===== src/rtl/keypad_event_queue_pkg.sv =====
// Shared definitions for the keypad event queue: FSM encoding, event layout
// and key-code helpers used by the queue and by other keypad consumers.
package keypad_pkg;

    localparam logic [1:0] ST_IDLE = 2'd0;
    localparam logic [1:0] ST_HELD = 2'd1;
    localparam logic [1:0] ST_SWAP = 2'd2;

    localparam int EV_REPEAT  = 7;
    localparam int EV_RELEASE = 6;

    localparam logic [2:0] KEY_INVALID = 3'h7;

    typedef struct packed {
        logic [2:0] row;
        logic [2:0] col;
    } key_code_t;

    typedef logic [7:0] key_event_t;

    function automatic logic key_is_valid(input logic ready, input key_code_t code);
        return ready && (code.row != KEY_INVALID) && (code.col != KEY_INVALID);
    endfunction

    function automatic key_event_t make_event(input logic is_repeat, input logic is_release,
                                              input key_code_t code);
        key_event_t ev;
        ev             = {2'b00, code};
        ev[EV_REPEAT]  = is_repeat;
        ev[EV_RELEASE] = is_release;
        return ev;
    endfunction

endpackage


===== src/rtl/keypad_event_queue_if.sv =====
// Scanner-input and CPU-read signal bundle of the keypad event queue.
// The slave modport is the queue itself; master is the scanner/bus side.
interface keypad_event_queue_if #(
    parameter int DEPTH_LOG2 = 3
);

    logic [5:0]          keyCode;
    logic                keyReady;
    logic                rd_en;
    logic                clr_ovf;
    logic [7:0]          rd_data;
    logic                empty;
    logic [DEPTH_LOG2:0] count;
    logic                overflow;
    logic                irq;

    modport slave (
        input  keyCode,
        input  keyReady,
        input  rd_en,
        input  clr_ovf,
        output rd_data,
        output empty,
        output count,
        output overflow,
        output irq
    );

    modport master (
        output keyCode,
        output keyReady,
        output rd_en,
        output clr_ovf,
        input  rd_data,
        input  empty,
        input  count,
        input  overflow,
        input  irq
    );

endinterface


===== src/rtl/keypad_event_queue_sync_fifo.sv =====
// sync_fifo: generic show-ahead synchronous FIFO with occupancy count.
// A push into a full FIFO is accepted only when a pop happens in the same cycle.
module sync_fifo #(
    parameter int WIDTH      = 8,
    parameter int DEPTH_LOG2 = 3
) (
    input  logic                clk,
    input  logic                rst_n,
    input  logic                push_i,
    input  logic [WIDTH-1:0]    data_i,
    input  logic                pop_i,
    output logic [WIDTH-1:0]    data_o,
    output logic [DEPTH_LOG2:0] count_o,
    output logic                empty_o,
    output logic                full_o
);

    localparam int DEPTH = 2 ** DEPTH_LOG2;
    localparam logic [DEPTH_LOG2:0] FULL_COUNT = {1'b1, {DEPTH_LOG2{1'b0}}};

    logic [WIDTH-1:0]      mem_q [DEPTH];
    logic [DEPTH_LOG2-1:0] wr_ptr_q;
    logic [DEPTH_LOG2-1:0] rd_ptr_q;
    logic [DEPTH_LOG2:0]   count_q;
    logic [DEPTH_LOG2:0]   count_d;
    logic                  do_push;
    logic                  do_pop;

    assign empty_o = (count_q == '0);
    assign full_o  = (count_q == FULL_COUNT);
    assign count_o = count_q;
    assign data_o  = mem_q[rd_ptr_q];

    // Pop is evaluated first so a full FIFO can take a push in the same cycle.
    assign do_pop  = pop_i && !empty_o;
    assign do_push = push_i && (!full_o || do_pop);

    always_comb begin
        count_d = count_q;
        case ({do_push, do_pop})
            2'b10:   count_d = count_q + 1'b1;
            2'b01:   count_d = count_q - 1'b1;
            default: count_d = count_q;
        endcase
    end

    // NOTE: sequential state uses non-blocking assignments so every register
    // samples pre-edge values regardless of statement order.
    always_ff @(posedge clk or negedge rst_n) begin
        if (!rst_n) begin
            wr_ptr_q <= '0;
            rd_ptr_q <= '0;
            count_q  <= '0;
            // NOTE: the storage is reset because the show-ahead head output
            // must read as zero out of reset, not as uninitialised contents.
            for (int i = 0; i < DEPTH; i++) begin
                mem_q[i] <= '0;
            end
        end else begin
            if (do_push) begin
                mem_q[wr_ptr_q] <= data_i;
                wr_ptr_q        <= wr_ptr_q + 1'b1;
            end
            if (do_pop) begin
                rd_ptr_q <= rd_ptr_q + 1'b1;
            end
            count_q <= count_d;
        end
    end

endmodule


===== src/rtl/keypad_event_queue.sv =====
// Turns the scanner's level-held key code into press/release events queued for the CPU.
// Optional auto-repeat events are built in when KEYQ_REPEAT_EN is defined.
module keypad_event_queue
    import keypad_pkg::*;
#(
    parameter int DEPTH_LOG2    = 3,
    parameter int REPEAT_DELAY  = 25000000,
    parameter int REPEAT_PERIOD = 5000000
) (
    input logic                 clk,
    input logic                 rst_n,
    keypad_event_queue_if.slave bus
);

    logic [1:0]          state_q;
    logic [1:0]          state_d;
    key_code_t           held_q;
    key_code_t           held_d;
    key_code_t           key_in;
    logic                key_valid;
    logic                hold_same;
    logic                rpt_fire;
    logic                push;
    key_event_t          push_data;
    logic                ovf_q;
    logic                ovf_d;
    logic                fifo_full;
    logic                fifo_empty;
    logic [7:0]          fifo_head;
    logic [DEPTH_LOG2:0] fifo_count;

    assign key_in    = key_code_t'(bus.keyCode);
    assign key_valid = key_is_valid(bus.keyReady, key_in);
    assign hold_same = (state_q == ST_HELD) && key_valid && (key_in == held_q);

`ifdef KEYQ_REPEAT_EN
    localparam int RPT_MAX = (REPEAT_DELAY > REPEAT_PERIOD) ? REPEAT_DELAY : REPEAT_PERIOD;
    localparam int CNT_W   = $clog2(RPT_MAX + 1);
    localparam logic [CNT_W-1:0] DELAY_LAST  = CNT_W'(REPEAT_DELAY - 1);
    localparam logic [CNT_W-1:0] PERIOD_LAST = CNT_W'(REPEAT_PERIOD - 1);

    logic [CNT_W-1:0] rpt_cnt_q;
    logic [CNT_W-1:0] rpt_cnt_d;
    logic             rpt_armed_q;
    logic             rpt_armed_d;

    // Counter only runs while the same key stays held; anything else clears it.
    // After the first repeat the spacing switches from DELAY to PERIOD.
    always_comb begin
        rpt_cnt_d   = '0;
        rpt_armed_d = 1'b0;
        rpt_fire    = 1'b0;
        if (hold_same) begin
            if (rpt_cnt_q == (rpt_armed_q ? PERIOD_LAST : DELAY_LAST)) begin
                rpt_fire    = 1'b1;
                rpt_armed_d = 1'b1;
            end else begin
                rpt_cnt_d   = rpt_cnt_q + 1'b1;
                rpt_armed_d = rpt_armed_q;
            end
        end
    end

    always_ff @(posedge clk or negedge rst_n) begin
        if (!rst_n) begin
            rpt_cnt_q   <= '0;
            rpt_armed_q <= 1'b0;
        end else begin
            rpt_cnt_q   <= rpt_cnt_d;
            rpt_armed_q <= rpt_armed_d;
        end
    end
`else
    assign rpt_fire = 1'b0;
`endif

    // NOTE: every signal assigned here gets a default first, so no path
    // through the case leaves one unassigned and infers a latch.
    always_comb begin
        state_d   = state_q;
        held_d    = held_q;
        push      = 1'b0;
        push_data = '0;
        case (state_q)
            ST_IDLE: begin
                if (key_valid) begin
                    push      = 1'b1;
                    push_data = make_event(1'b0, 1'b0, key_in);
                    held_d    = key_in;
                    state_d   = ST_HELD;
                end
            end
            ST_HELD: begin
                if (!key_valid) begin
                    push      = 1'b1;
                    push_data = make_event(1'b0, 1'b1, held_q);
                    state_d   = ST_IDLE;
                end else if (key_in != held_q) begin
                    push      = 1'b1;
                    push_data = make_event(1'b0, 1'b1, held_q);
                    held_d    = key_in;
                    state_d   = ST_SWAP;
                end else if (rpt_fire) begin
                    push      = 1'b1;
                    push_data = make_event(1'b1, 1'b0, held_q);
                end
            end
            ST_SWAP: begin
                // Press of the new key goes out even if it vanished meanwhile.
                push      = 1'b1;
                push_data = make_event(1'b0, 1'b0, held_q);
                state_d   = (key_valid && (key_in == held_q)) ? ST_HELD : ST_IDLE;
            end
            default: begin
                state_d = ST_IDLE;
            end
        endcase
    end

    // A drop happens only when full with no pop to make room; set wins over clear.
    assign ovf_d = (push && fifo_full && !bus.rd_en) | (ovf_q & ~bus.clr_ovf);

    always_ff @(posedge clk or negedge rst_n) begin
        if (!rst_n) begin
            state_q <= ST_IDLE;
            held_q  <= '0;
            ovf_q   <= 1'b0;
        end else begin
            state_q <= state_d;
            held_q  <= held_d;
            ovf_q   <= ovf_d;
        end
    end

    sync_fifo #(
        .WIDTH      (8),
        .DEPTH_LOG2 (DEPTH_LOG2)
    ) u_fifo (
        .clk     (clk),
        .rst_n   (rst_n),
        .push_i  (push),
        .data_i  (push_data),
        .pop_i   (bus.rd_en),
        .data_o  (fifo_head),
        .count_o (fifo_count),
        .empty_o (fifo_empty),
        .full_o  (fifo_full)
    );

    assign bus.rd_data  = fifo_head;
    assign bus.empty    = fifo_empty;
    assign bus.count    = fifo_count;
    assign bus.overflow = ovf_q;
    assign bus.irq      = ~fifo_empty;

endmodule

===== src/flat_wrapper.sv =====
// flat-port wrapper written by rule: the top's interface ports become plain ports
module keypad_event_queue_flat import keypad_pkg::*;
#(
    parameter int DEPTH_LOG2    = 3,
    parameter int REPEAT_DELAY  = 25000000,
    parameter int REPEAT_PERIOD = 5000000
)
  (clk, rst_n, bus_keyCode, bus_keyReady, bus_rd_en, bus_clr_ovf, bus_rd_data, bus_empty, bus_count, bus_overflow, bus_irq);
  keypad_event_queue_if #(.DEPTH_LOG2(DEPTH_LOG2)) bus_i ();
  input logic clk;
  input logic rst_n;
  input wire logic [$bits(bus_i.keyCode)-1:0] bus_keyCode;
  input wire logic [$bits(bus_i.keyReady)-1:0] bus_keyReady;
  input wire logic [$bits(bus_i.rd_en)-1:0] bus_rd_en;
  input wire logic [$bits(bus_i.clr_ovf)-1:0] bus_clr_ovf;
  output wire logic [$bits(bus_i.rd_data)-1:0] bus_rd_data;
  output wire logic [$bits(bus_i.empty)-1:0] bus_empty;
  output wire logic [$bits(bus_i.count)-1:0] bus_count;
  output wire logic [$bits(bus_i.overflow)-1:0] bus_overflow;
  output wire logic [$bits(bus_i.irq)-1:0] bus_irq;
  assign bus_i.keyCode = bus_keyCode;
  assign bus_i.keyReady = bus_keyReady;
  assign bus_i.rd_en = bus_rd_en;
  assign bus_i.clr_ovf = bus_clr_ovf;
  assign bus_rd_data = bus_i.rd_data;
  assign bus_empty = bus_i.empty;
  assign bus_count = bus_i.count;
  assign bus_overflow = bus_i.overflow;
  assign bus_irq = bus_i.irq;
  keypad_event_queue #(.DEPTH_LOG2(DEPTH_LOG2), .REPEAT_DELAY(REPEAT_DELAY), .REPEAT_PERIOD(REPEAT_PERIOD)) u_core (.clk(clk), .rst_n(rst_n), .bus(bus_i));
endmodule

===== config.mk =====
export PLATFORM = sky130hd
export DESIGN_NAME = keypad_event_queue_flat
export DESIGN_NICKNAME = d
export VERILOG_FILES = /design/src/rtl/keypad_event_queue_pkg.sv /design/src/rtl/keypad_event_queue_if.sv /design/src/rtl/keypad_event_queue_sync_fifo.sv /design/src/rtl/keypad_event_queue.sv /design/src/flat_wrapper.sv
export SDC_FILE = /design/constraint.sdc
export NUM_CORES = 1
export LEC_CHECK = 0
export ABC_AREA = 1
export CELL_PAD_IN_SITES_DETAIL_PLACEMENT = 0
export CELL_PAD_IN_SITES_GLOBAL_PLACEMENT = 1
export CORE_ASPECT_RATIO = 0.75
export CORE_MARGIN = 10
export CORE_UTILIZATION = 44
export DETAILED_ROUTE_END_ITERATION = 8
export PLACE_DENSITY_LB_ADDON = 0.2
export SETUP_SLACK_MARGIN = 0.05
export SKIP_LAST_GASP = 1
export SLEW_MARGIN = 0
export SYNTH_ARGS = -nofsm -noshare
export SYNTH_HDL_FRONTEND = slang
export SYNTH_SLANG_ARGS = --single-unit
export TNS_END_PERCENT = 5

===== constraint.sdc =====
create_clock -name clk -period 3.15 [get_ports clk]
set_clock_uncertainty 0.05 [all_clocks]
set_input_delay 0.315 -clock clk [delete_from_list [all_inputs] [get_ports clk]]
set_output_delay 0.315 -clock clk [all_outputs]
set_load 0.03 [all_outputs]

==> results of run 1 <==
==> worst max-delay path, stage by stage (launching register included) <==
cell	delay [ps]
sky130_fd_sc_hd__dfrtp_1	370
sky130_fd_sc_hd__inv_1	350
sky130_fd_sc_hd__o21ai_0	260
sky130_fd_sc_hd__o22ai_1	220
sky130_fd_sc_hd__nor2_1	60
sky130_fd_sc_hd__a31oi_1	160
sky130_fd_sc_hd__clkdlybuf4s50_1	700
==> cell usage after synthesis (5+ instances only) <==
master / count
sky130_fd_sc_hd__clkbuf_1: 8
sky130_fd_sc_hd__nand2_2: 9
sky130_fd_sc_hd__nand3_1: 6
sky130_fd_sc_hd__o21ai_1: 9
sky130_fd_sc_hd__nor2_1: 66
sky130_fd_sc_hd__o22ai_1: 8
sky130_fd_sc_hd__nand2_1: 202
sky130_fd_sc_hd__inv_1: 33
sky130_fd_sc_hd__nor2_4: 8
sky130_fd_sc_hd__dfrtp_1: 75
sky130_fd_sc_hd__o21ai_0: 39
sky130_fd_sc_hd__ha_1: 5
sky130_fd_sc_hd__a31oi_1: 7
sky130_fd_sc_hd__nand3_4: 8
==> metrics by stage <==
stage | util (%) | hold WS [ps]
CTS | 52.16 | 124.1
detailed placement | 48.59 | 410.9
finish | 52.16 | 69.03
floorplan | - | -30.59
global route | 52.16 | 144.9
global placement | 48.59 | 407.3
==> metal layers <==
metal / routed length, um / share of wire, % / vias to the layer above / GRT usage (%)
met5: 0 / 0 / - / 0
met4: 117 / 1.1 / 0 / 4.655
met3: 645 / 6.0 / 12 / 4.985
met2: 4627 / 43 / 80 / 24.82
met1: 5423 / 50 / 1602 / 25.01
li1: - / - / 1666 / -
==> power by group <==
part | switching, mW | internal, mW
Combinational | 1.53 | 0.820
Clock | 0.420 | 0.695
Sequential | 0.251 | 1.35
==> cell families after synthesis <==
group / after synthesis
AOI/OAI and AO/OA: 66
xor gates and xnor gates: 7
adders and majority gates: 6
buffers and inverters: 51
DFF: 75
other: 1
and+or+nand+nor: 307
==> cell type report <==
type / instances / area share, %
clock buffer: 10 / 4.893
clock inverter: 6 / 1.925
inverter: 38 / 3.075
sequential: 75 / 40.11
timing repair buffer: 31 / 6.203
multi-input combinational: 387 / 40.80
tap: 112 / 2.995
==> final timing paths <==
check / to / slack, ps / depth (start not counted)
hold reg to reg: u_core.u_fifo.mem_q[35]$_DFFE_PN0P_ / 420 / 2
min in group clk: u_core.u_fifo.mem_q[35]$_DFFE_PN0P_ / 420 / 2
hold / removal: u_core.u_fifo.wr_ptr_q[1]$_DFFE_PN0P_ / 70 / 1
max in group asynchronous: u_core.u_fifo.mem_q[44]$_DFFE_PN0P_ / 2330 / 1
setup / recovery: bus_rd_data[0] / 310 / 6
setup reg to reg: u_core.u_fifo.count_o[3]$_DFFE_PN0P_ / 810 / 15
==> registers in the layout, indices dropped and copies added (netlist names) <==
name and flops:
u_core.state_q 2, u_core.u_fifo.rd_ptr_q 3, u_core.u_fifo.mem_q 56, u_core.held_q 6, u_core.u_fifo.count_o 4, u_core.bus.overflow 1
u_core.u_fifo.wr_ptr_q 3
==> cell usage in the layout, fill, tap and decap left out <==
| cell type | count |
|---|---|
| sky130_fd_sc_hd__xnor2_1 | 2 |
| sky130_fd_sc_hd__buf_4 | 8 |
| sky130_fd_sc_hd__clkinvlp_4 | 1 |
| sky130_fd_sc_hd__xor2_2 | 1 |
| sky130_fd_sc_hd__inv_2 | 4 |
| sky130_fd_sc_hd__bufinv_16 | 2 |
| sky130_fd_sc_hd__nor2_1 | 66 |
| sky130_fd_sc_hd__fa_1 | 1 |
| sky130_fd_sc_hd__a31oi_1 | 7 |
| sky130_fd_sc_hd__a21oi_1 | 2 |
| sky130_fd_sc_hd__xor2_1 | 4 |
| sky130_fd_sc_hd__clkbuf_16 | 9 |
| sky130_fd_sc_hd__nand2_2 | 9 |
| sky130_fd_sc_hd__o21ai_0 | 39 |
| sky130_fd_sc_hd__clkdlybuf4s50_1 | 23 |
| sky130_fd_sc_hd__nand3_1 | 6 |
| sky130_fd_sc_hd__nand3_4 | 8 |
| sky130_fd_sc_hd__o22ai_1 | 8 |
| sky130_fd_sc_hd__nand4_1 | 1 |
| sky130_fd_sc_hd__clkinv_2 | 2 |
| sky130_fd_sc_hd__nor2_2 | 2 |
| sky130_fd_sc_hd__nand2_1 | 202 |
| sky130_fd_sc_hd__clkbuf_1 | 1 |
| sky130_fd_sc_hd__clkinv_4 | 2 |
| sky130_fd_sc_hd__nand4_4 | 1 |
| sky130_fd_sc_hd__o21a_1 | 1 |
| sky130_fd_sc_hd__o21ai_1 | 9 |
| sky130_fd_sc_hd__inv_1 | 33 |
| sky130_fd_sc_hd__dfrtp_1 | 75 |
| sky130_fd_sc_hd__or2_2 | 1 |
| sky130_fd_sc_hd__ha_1 | 5 |
| sky130_fd_sc_hd__conb_1 | 1 |
| sky130_fd_sc_hd__nand2_4 | 3 |
| sky130_fd_sc_hd__nor2_4 | 8 |
==> timing repair <==
action / in CTS / in global routing
resized for setup: 1 / 0
endpoints found under the setup margin: 5 / 0
setup buffers: 0 / 0
==> flow_summary.yaml, run 1 <==
outcome:
  run_status: "finished, final reports clean"
floorplanning:
  dieHeight_um: 102.7
  placeableCoreArea_um2: 8971
  design.portCount: 26
  initial_utilization_pct: 44.71
  floorplan.rows: 30
  die_area_um2: 13380
  die_boundary_width_um: 130.3
synthesis:
  yosys.area.top_type: "sky130_fd_sc_hd__dfrtp_1"
  synth-seq-cells: 75
  syn_nets: 530
  synth_area_um2: 4011
  yosys-mux-area-fraction_pct: 0
  yosys_warnings: 0
  dominantRegCellSynth: "sky130_fd_sc_hd__dfrtp_1"
  ys_seq_area_share_pct: 46.79
  compound_cell_area_share_of_the_yosys_netlist_pct: 8.765
  postSynthCellCount: 513
  synthDominantCellAreaShare_pct: 46.79
  synth_simple_gate_area_share_pct: 34.97
  syn_avg_cell_area_um2: 7.819
  synth-edff-count: 0
  synth_async_reset_ratio_pct: 100.0
  synthesized_area_fraction_occupied_by_xor_and_xnor_cells_pct: 1.716
  synthTopCellsByArea: "sky130_fd_sc_hd__dfrtp_1 47%, sky130_fd_sc_hd__nand2_1 19%, sky130_fd_sc_hd__nor2_1 6.2%"
  yosys.area_share.adder_pct: 2.059
  combinational_family_with_the_most_area_after_synthesis: "simple AND/OR/NAND/NOR gates"
  ys_types: 32
routing:
  dr_vias: 3360
  detailedRoute.firstPassIterationCount: 5
  route.detailed.drc: 0
  postRouteWirelength_um: 10810
  detail_route.wl_per_cell_um: 16.41
  detail_route.vias_per_cell: 5.099
  postRouteAntennaNets: 0
  drt_iter0_markers: 290
power:
  p_per_area_nw_per_um2: 1082
  leakagePower_nw: 2.313
  post-layout-total-power_mw: 5.065
  irDropWorstVdd_mv: 0.4258
cts:
  clock_tree_from_tritoncts: "yes"
  cts.hold.buffers_added: 0
  clkLatencyLatePin_ps: 350
  clock_sink_count: 75
  cts_inserted_buffers: 9
  clkTransAtPathRegs_ps: 60
  htree_levels: 3
  clk_root_buffer_cell: "sky130_fd_sc_hd__clkbuf_16"
  cts.path.max_buffers: 2
global_routing:
  grt_first_pass_wirelength_um: 17740
  gr-total-overflow: 0
  grt_start_max_net_pins: 76
  grt_antenna_before_repair: 0
  grt_pass1_vias: 3268
  grt_usage_pct: 17.40
timing:
  worst_tran_pin_value_ps: 983.1
  min_period_ps: 2839
  finalSetupViolCount: 0
  max_clock_freq_mhz: 352.2
  timing.max_slew.rel_slack_pct: 34.46
  finalWorstSetupSlack_ps: 310.8
  timing.final.hold_violations: 0
  min_period_over_period_pct: 90.13
  grt_setup_unrepaired: "false"
  setup_tns_ps: 0
  maxSlewViolCount: 0
worst_setup_path:
  start_point_of_the_critical_path: "u_core.u_fifo.rd_ptr_q[1]$_DFFE_PN0P_"
  critical_path.max_fanout: 15
  cp-end-kind: "primary output"
  critPathArrivalTime_ps: 2470
  crit_type: "reg -> out"
  startpoint_type_of_the_worst_setup_path: "flip-flop"
  crit-reg2reg-launch: "u_core.held_q[5]$_DFFE_PN0P_"
  worst_ep_required_time_ps: 2780
place:
  post_detailed_placement_half_perimeter_wirelength_um: 7363
  postPlaceCellArea_um2: 4359
  place.detailed.instances: 643
  pre_cts_slack_ps: 267.8
  buffer_ports.inserted: 24
  routabilityCongestion: 0.8352
layout:
  final_cells: 659
  regArea_um2: 1877
  final_layout_size_suffix_gt1_share_pct: 11.15
  filler_cell_count: 875
  synthToLayoutAreaGrowth_pct: 16.66
  n_antenna_cell: 0
  finish.net_count: 559
  final_cell_area_excluding_filler_cells_um2: 4679
  area_of_combinational_cells_with_multiple_inputs_um2: 1909
flow_run:
  maxCapViolations: 0
hold_path:
  min-delay-path-class: "in -> async"
(Power assumes the default switching activity.)
==> run 2: changes to the inputs <==
--- a/config.mk
+++ b/config.mk
@@ -5,12 +5,11 @@
 export SDC_FILE = /design/constraint.sdc
 export NUM_CORES = 1
 export LEC_CHECK = 0
-export ABC_AREA = 1
 export CELL_PAD_IN_SITES_DETAIL_PLACEMENT = 0
 export CELL_PAD_IN_SITES_GLOBAL_PLACEMENT = 1
 export CORE_ASPECT_RATIO = 0.75
 export CORE_MARGIN = 10
-export CORE_UTILIZATION = 44
+export CORE_UTILIZATION = 50
 export DETAILED_ROUTE_END_ITERATION = 8
 export PLACE_DENSITY_LB_ADDON = 0.2
 export SETUP_SLACK_MARGIN = 0.05
@@ -18,5 +17,6 @@
 export SLEW_MARGIN = 0
 export SYNTH_ARGS = -nofsm -noshare
 export SYNTH_HDL_FRONTEND = slang
+export SYNTH_HIERARCHICAL = 1
 export SYNTH_SLANG_ARGS = --single-unit
 export TNS_END_PERCENT = 5
==> flow_summary.yaml, run 2 <==
routing:
  drt_iter0_markers: 188
  detailedRoute.firstPassIterationCount: 4
  met3_wirelength_um: 505
  route.met2.wl_um: 4190
  postRouteWirelength_um: 8974
  postRouteAntennaNets: 0
  met1_length_um: 4179
  detail_route.wl_per_cell_um: 19.05
  dr_vias: 2666
  detail_route.vias_per_cell: 5.660
  route.detailed.drc: 0
  top_layer_used: "met4"
synthesis:
  synth_async_reset_ratio_pct: 100.0
  synthTopCellsByArea: "sky130_fd_sc_hd__dfrtp_1 48%, sky130_fd_sc_hd__mux2_2 21%, sky130_fd_sc_hd__mux4_2 8.4%"
  ys_types: 48
  synth_area_um2: 4304
  syn_avg_cell_area_um2: 14.16
  dominantRegCellSynth: "sky130_fd_sc_hd__dfrtp_1"
  synthTopCellsByCount: "83 x sky130_fd_sc_hd__dfrtp_1, 79 x sky130_fd_sc_hd__mux2_2, 16 x sky130_fd_sc_hd__mux4_2"
  synth-edff-count: 0
  postSynthCellCount: 304
  yosys_warnings: 6
  ys_seq_area_share_pct: 48.26
  synthDominantCellAreaShare_pct: 48.26
  most_used_standard_cell_by_instance_count_after_synthesis: "sky130_fd_sc_hd__dfrtp_1"
  synth-seq-cells: 83
  yosys.area.top_type: "sky130_fd_sc_hd__dfrtp_1"
timing:
  timing.final.hold_violations: 0
  timing.max_slew.rel_slack_pct: 30.46
  min_period_over_period_pct: 91.25
  maxSlewViolCount: 0
  min_period_ps: 2874
  worst_tran_pin_value_ps: 1043
  grt_setup_unrepaired: "false"
  max_clock_freq_mhz: 347.9
  finalSetupViolCount: 0
worst_setup_path:
  cp-end-kind: "flip-flop"
  critical_path.reg2reg.endpoint: "u_core/u_fifo/count_o[3]$_DFFE_PN0P_"
  crit-reg2reg-launch: "u_core/held_q[5]$_DFFE_PN0P_"
  rr_worst_depth: 10
  worst_ep_required_time_ps: 3320
  crit_type: "in -> reg"
  critPathArrivalTime_ps: 3040
  timing.critical_path.cells: "clkdlybuf4s50_1 > nand3_1 > nand3_1 > nor3_4 > o22ai_1 > buf_4 > nor2b_1 > o2111ai_4 > mux2_2"
  critical_path.max_fanout: 8
  critical_path.max_stage_delay_ps: 580
  worst_path_most_repeated_cell: "sky130_fd_sc_hd__nand3_1"
  startpoint_type_of_the_worst_setup_path: "primary input"
  r2r_setup_slack_ps: 420
  crit_slowest_cell: "sky130_fd_sc_hd__nor2b_1"
layout:
  final_cell_area_excluding_filler_cells_um2: 5150
  area_of_combinational_cells_with_multiple_inputs_um2: 2155
  largest_reg_flops: 64
  filler_cell_count: 661
  synthToLayoutAreaGrowth_pct: 19.65
  layout_commonest_cell: "sky130_fd_sc_hd__dfrtp_1"
  registers.top_by_ff_count: "u_core/u_fifo/mem_q"
  finish.net_count: 375
  regArea_um2: 2077
  final_core_util_pct: 61.18
  final_layout_size_suffix_gt1_share_pct: 42.98
  n_antenna_cell: 0
  most-common-layout-cells: "83 x sky130_fd_sc_hd__dfrtp_1, 79 x sky130_fd_sc_hd__mux2_2, 28 x sky130_fd_sc_hd__buf_4"
cts:
  cts_setup_buffers: 0
  clkLatencyLatePin_ps: 330
  clock_sink_count: 83
  cts.path.max_buffers: 2
  clock_tree_from_tritoncts: "yes"
  htree_levels: 3
  clkTransAtPathRegs_ps: 60
  clk_root_buffer_cell: "sky130_fd_sc_hd__clkbuf_16"
  cts_inserted_buffers: 9
  cts.hold.buffers_added: 0
power:
  leakagePower_nw: 2.242
  share_seq_of_total_power_pct: 35.2
  p_int_mw: 3.388
  switchingPower_mw: 1.847
  p_per_area_nw_per_um2: 1017
  irDropWorstVdd_mv: 0.7487
  pwr-share-clk_pct: 19.7
  swShare_pct: 35.29
  power.share.combinational_pct: 45.2
floorplanning:
  initial_utilization_pct: 51.13
  floorplan.rows: 29
  dieHeight_um: 100.4
  die_area_um2: 12760
  placeableCoreArea_um2: 8418
  design.portCount: 26
  die_boundary_width_um: 127.1
global_routing:
  grt_antenna_before_repair: 0
  grt_usage_pct: 14.57
  grt_start_max_net_pins: 84
  grt_pass1_vias: 2774
  gr-total-overflow: 0
  grt_first_pass_wirelength_um: 14840
place:
  postPlaceCellArea_um2: 4843
  post_detailed_placement_half_perimeter_wirelength_um: 6101
  buffer_ports.inserted: 25
  routabilityCongestion: 0.7932
flow_run:
  maxCapViolations: 0
outcome:
  run_status: "finished, final reports clean"
hold_path:
  min-delay-path-class: "in -> async"
run 2: changes by cell type in the layout (fill, tap and decap cells not counted), sizes merged, moves of 16 or more:
cell   delta
nand2   -202
nor2     -72
inv      -27
mux2     +80
mux4     +16
o21ai    -43
buf      +20
run 2: cells by family after synthesis:
kind of cell | synth area share, %
mux | 29.53
flops | 48.26
simple gates | 5.930
compound gates | 9.157
buf+inv | 2.674
xor+xnor | 2.442
fa+ha+maj | 1.919
other cells | 0.08713
run 2: how the worst max path moves through the flow:
stage	from	end	slack, ps	cells past startpoint
finish	bus_keyCode[4]	u_core/u_fifo/mem_q[38]$_DFFE_PN0P_	280	9
global route	bus_keyCode[4]	u_core/u_fifo/mem_q[35]$_DFFE_PN0P_	100	9
CTS	u_core/u_fifo/count_o[2]$_DFFE_PN0P_	u_core/u_fifo/count_o[3]$_DFFE_PN0P_	230	7
detailed placement	bus_keyCode[4]	u_core/u_fifo/mem_q[38]$_DFFE_PN0P_	-70	9
global placement	bus_keyCode[4]	u_core/u_fifo/mem_q[32]$_DFFE_PN0P_	-0.8	9
floorplan	u_core/u_fifo/count_o[0]$_DFFE_PN0P_	u_core/u_fifo/count_o[3]$_DFFE_PN0P_	80	9
run 2: layout make-up:
| type | instances | share of cell area (%) |
|---|---|---|
| Clock inverter | 4 | 0.6317 |
| Clock buffer | 12 | 5.175 |
| Multi-Input combinational cell | 203 | 41.84 |
| Timing Repair Buffer | 52 | 8.746 |
| Inverter | 9 | 0.6560 |
| Sequential cell | 83 | 40.33 |
| Tap cell | 108 | 2.624 |
run 2: worst max-delay path, delay by kind of cell:
kind	cells	cell delay [ps]
AND/OR/NAND/NOR	4	1010
multiplexers	1	370
AO/OA/AOI/OAI	2	600
buffers and inverters	2	740
run 2: power groups by stage:
| stage | registers, mW | logic [mW] | clock network [mW] |
|---|---|---|---|
| finish | 1.84 | 2.36 | 1.03 |
| global route | 1.90 | 2.56 | 1.10 |
| CTS | 1.83 | 2.40 | 1.06 |
| detailed placement | 1.85 | 2.39 | 0 |
| global placement | 1.84 | 2.34 | 0 |
| floorplan | 1.77 | 1.73 | 0 |
run 2: per-stage QoR:
stage | setup TNS (ps) | power (mW) | instances | setup WS [ps] | hold slack (ps)
6_report | 0 | 5.235 | 471 | 275.6 | 110.3
5_1_grt | 0 | 5.558 | 471 | 98.45 | 184.4
4_1_cts | 0 | 5.288 | 471 | 227.8 | 156.8
3_5_place_dp | -483.5 | 4.236 | 455 | -68.15 | 438.7
3_3_place_gp | -2.580 | 4.176 | 455 | -0.8120 | 431.1
2_1_floorplan | 0 | 3.500 | 311 | 82.38 | -30.59
run 2: timing repair:
item,in CTS,in global routing
hold endpoints to repair,0,0
resized for setup,0,1
setup endpoints to repair,0,1
run 2: layer usage:
metal  vias to the layer above  global-route usage (%)
met1                      1362                   19.55
met4                         0                   4.454
met5                         -                       0
met3                        10                   4.002
li1                       1243                       -
met2                        51                   22.46
==> run 3: changes to the inputs <==
--- a/config.mk
+++ b/config.mk
@@ -11,7 +11,7 @@
 export CORE_MARGIN = 10
 export CORE_UTILIZATION = 50
 export DETAILED_ROUTE_END_ITERATION = 8
-export PLACE_DENSITY_LB_ADDON = 0.2
+export PLACE_DENSITY_LB_ADDON = 0.1
 export SETUP_SLACK_MARGIN = 0.05
 export SKIP_LAST_GASP = 1
 export SLEW_MARGIN = 0
==> flow_summary.yaml, run 3 (synthesis results as in run 2) <==
worst_setup_path:
  worst_path_most_repeated_cell: "sky130_fd_sc_hd__nand3_1"
  critical_path.reg2reg.endpoint: "u_core/u_fifo/mem_q[35]$_DFFE_PN0P_"
  critical_path.max_fanout: 8
  crit-reg2reg-launch: "u_core/held_q[4]$_DFFE_PN0P_"
  startpoint_type_of_the_worst_setup_path: "primary input"
  timing.critical_path.cells: "clkdlybuf4s50_1 > nand3_1 > nand3_1 > nor3_4 > o22ai_1 > buf_4 > nor2b_1 > o2111ai_4 > mux2_2"
  r2r_setup_slack_ps: 360
  critical_path.max_stage_delay_ps: 600
  cp-end-kind: "flip-flop"
  crit_type: "in -> reg"
  crit_slowest_cell: "sky130_fd_sc_hd__nor2b_1"
  rr_worst_depth: 8
  critPathArrivalTime_ps: 3060
  worst_ep_required_time_ps: 3330
floorplanning:
  placeableCoreArea_um2: 8418
  dieHeight_um: 100.4
  floorplan.rows: 29
  die_boundary_width_um: 127.1
  initial_utilization_pct: 51.13
  die_area_um2: 12760
  design.portCount: 26
routing:
  postRouteAntennaNets: 0
  detail_route.wl_per_cell_um: 19.91
  postRouteWirelength_um: 9359
  detail_route.vias_per_cell: 5.774
  route.detailed.drc: 0
  detailedRoute.firstPassIterationCount: 4
  dr_vias: 2714
  drt_iter0_markers: 150
layout:
  final_core_util_pct: 60.95
  largest_reg_flops: 64
  final_cells: 470
  layout_commonest_cell: "sky130_fd_sc_hd__dfrtp_1"
  final_layout_size_suffix_gt1_share_pct: 42.82
  finish.net_count: 374
  n_antenna_cell: 0
  synthToLayoutAreaGrowth_pct: 19.22
  most-common-layout-cells: "83 x sky130_fd_sc_hd__dfrtp_1, 79 x sky130_fd_sc_hd__mux2_2, 27 x sky130_fd_sc_hd__buf_4"
  registers.top_by_ff_count: "u_core/u_fifo/mem_q"
timing:
  grt_setup_unrepaired: "false"
  worst_tran_pin_value_ps: 988.9
  finalSetupViolCount: 0
  timing.final.hold_violations: 0
  min_period_ps: 2888
  maxSlewViolCount: 0
  timing.max_slew.rel_slack_pct: 33.51
  max_clock_freq_mhz: 346.3
  min_period_over_period_pct: 91.67
  finalWorstSetupSlack_ps: 262.3
global_routing:
  grt_pass1_vias: 2852
  grt_antenna_before_repair: 0
  grt_usage_pct: 15.72
  grt_first_pass_wirelength_um: 15610
  grt_start_max_net_pins: 71
  gr-total-overflow: 0
place:
  buffer_ports.inserted: 25
  pre_cts_slack_ps: -63.67
  routabilityCongestion: 0.7367
  place.detailed.instances: 454
  post_detailed_placement_half_perimeter_wirelength_um: 6400
cts:
  clock_tree_from_tritoncts: "yes"
  clkTransAtPathRegs_ps: 60
  clkLatencyLatePin_ps: 340
  clock_sink_count: 83
  htree_levels: 3
  clk_root_buffer_cell: "sky130_fd_sc_hd__clkbuf_16"
  cts_inserted_buffers: 9
  cts.path.max_buffers: 2
  cts.hold.buffers_added: 0
hold_path:
  min-delay-path-class: "in -> async"
flow_run:
  maxCapViolations: 0
power:
  irDropWorstVdd_mv: 0.7434
  leakagePower_nw: 2.239
  post-layout-total-power_mw: 5.235
  p_per_area_nw_per_um2: 1020
outcome:
  run_status: "finished, final reports clean"
-- run 3: cell count changes in the layout (fill, tap and decap cells not counted) --
cell and change:
sky130_fd_sc_hd__clkinv_2 +2, sky130_fd_sc_hd__buf_4 -1, sky130_fd_sc_hd__clkbuf_8 -1, sky130_fd_sc_hd__clkinv_4 -1
sky130_fd_sc_hd__clkinvlp_4 -1, sky130_fd_sc_hd__inv_6 +1
-- run 3: area by class of cell --
class,count,area [um2]
repair buffers,51,442.9
clock inverters,5,35.03
fillers,707,3287
flip-flops and latches,83,2077
well taps,108,135.1
multi-input cells,203,2155
inverters,9,33.78
clock buffers,11,252.7
-- run 3: per-layer routing --
layer	global-route usage (%)	share of wire, %	vias to the layer above
met5	0	0	-
met4	4.279	1.0	0
met3	5.213	5.5	9
met2	23.42	46	59
met1	21.42	47	1390
li1	-	-	1256
-- run 3: critical path, delay by kind of cell --
| family | cells | cell delay [ps] |
|---|---|---|
| mux | 1 | 360 |
| compound gates | 2 | 580 |
| simple gates | 4 | 1060 |
| buf+inv | 2 | 740 |
-- run 3: repair_timing --
item / 4_1_cts / 5_1_grt
setup endpoints to repair: 0 / 1
buffers inserted: 0 / 0
resized for setup: 0 / 1
-- run 3: power breakdown --
group          internal [mW]  switching, mW
logic                   1.26           1.12
registers               1.52          0.328
clock network          0.580          0.429
-- run 3: through the flow --
| step | cell area (um2) | hold slack, ps | setup TNS [ps] |
|---|---|---|---|
| after floorplan | 4339 | -30.59 | 0 |
| final | 5131 | 35.59 | 0 |
| after global routing | 5131 | 99.43 | 0 |
| after global placement | 4836 | 424.7 | -39.98 |
| after CTS | 5124 | 84.47 | 0 |
| after detailed placement | 4836 | 437.1 | -540.0 |
-- run 3: worst max-delay path by stage --
stage | start | to | slack (ps)
2_1_floorplan | u_core/u_fifo/count_o[0]$_DFFE_PN0P_ | u_core/u_fifo/count_o[3]$_DFFE_PN0P_ | 80
3_3_place_gp | bus_keyCode[5] | u_core/u_fifo/mem_q[35]$_DFFE_PN0P_ | -6
3_5_place_dp | bus_keyCode[5] | u_core/u_fifo/mem_q[34]$_DFFE_PN0P_ | -60
4_1_cts | u_core/u_fifo/count_o[2]$_DFFE_PN0P_ | u_core/u_fifo/count_o[3]$_DFFE_PN0P_ | 190
5_1_grt | bus_keyCode[5] | u_core/u_fifo/mem_q[37]$_DFFE_PN0P_ | 80
6_report | bus_keyCode[5] | u_core/u_fifo/mem_q[35]$_DFFE_PN0P_ | 260
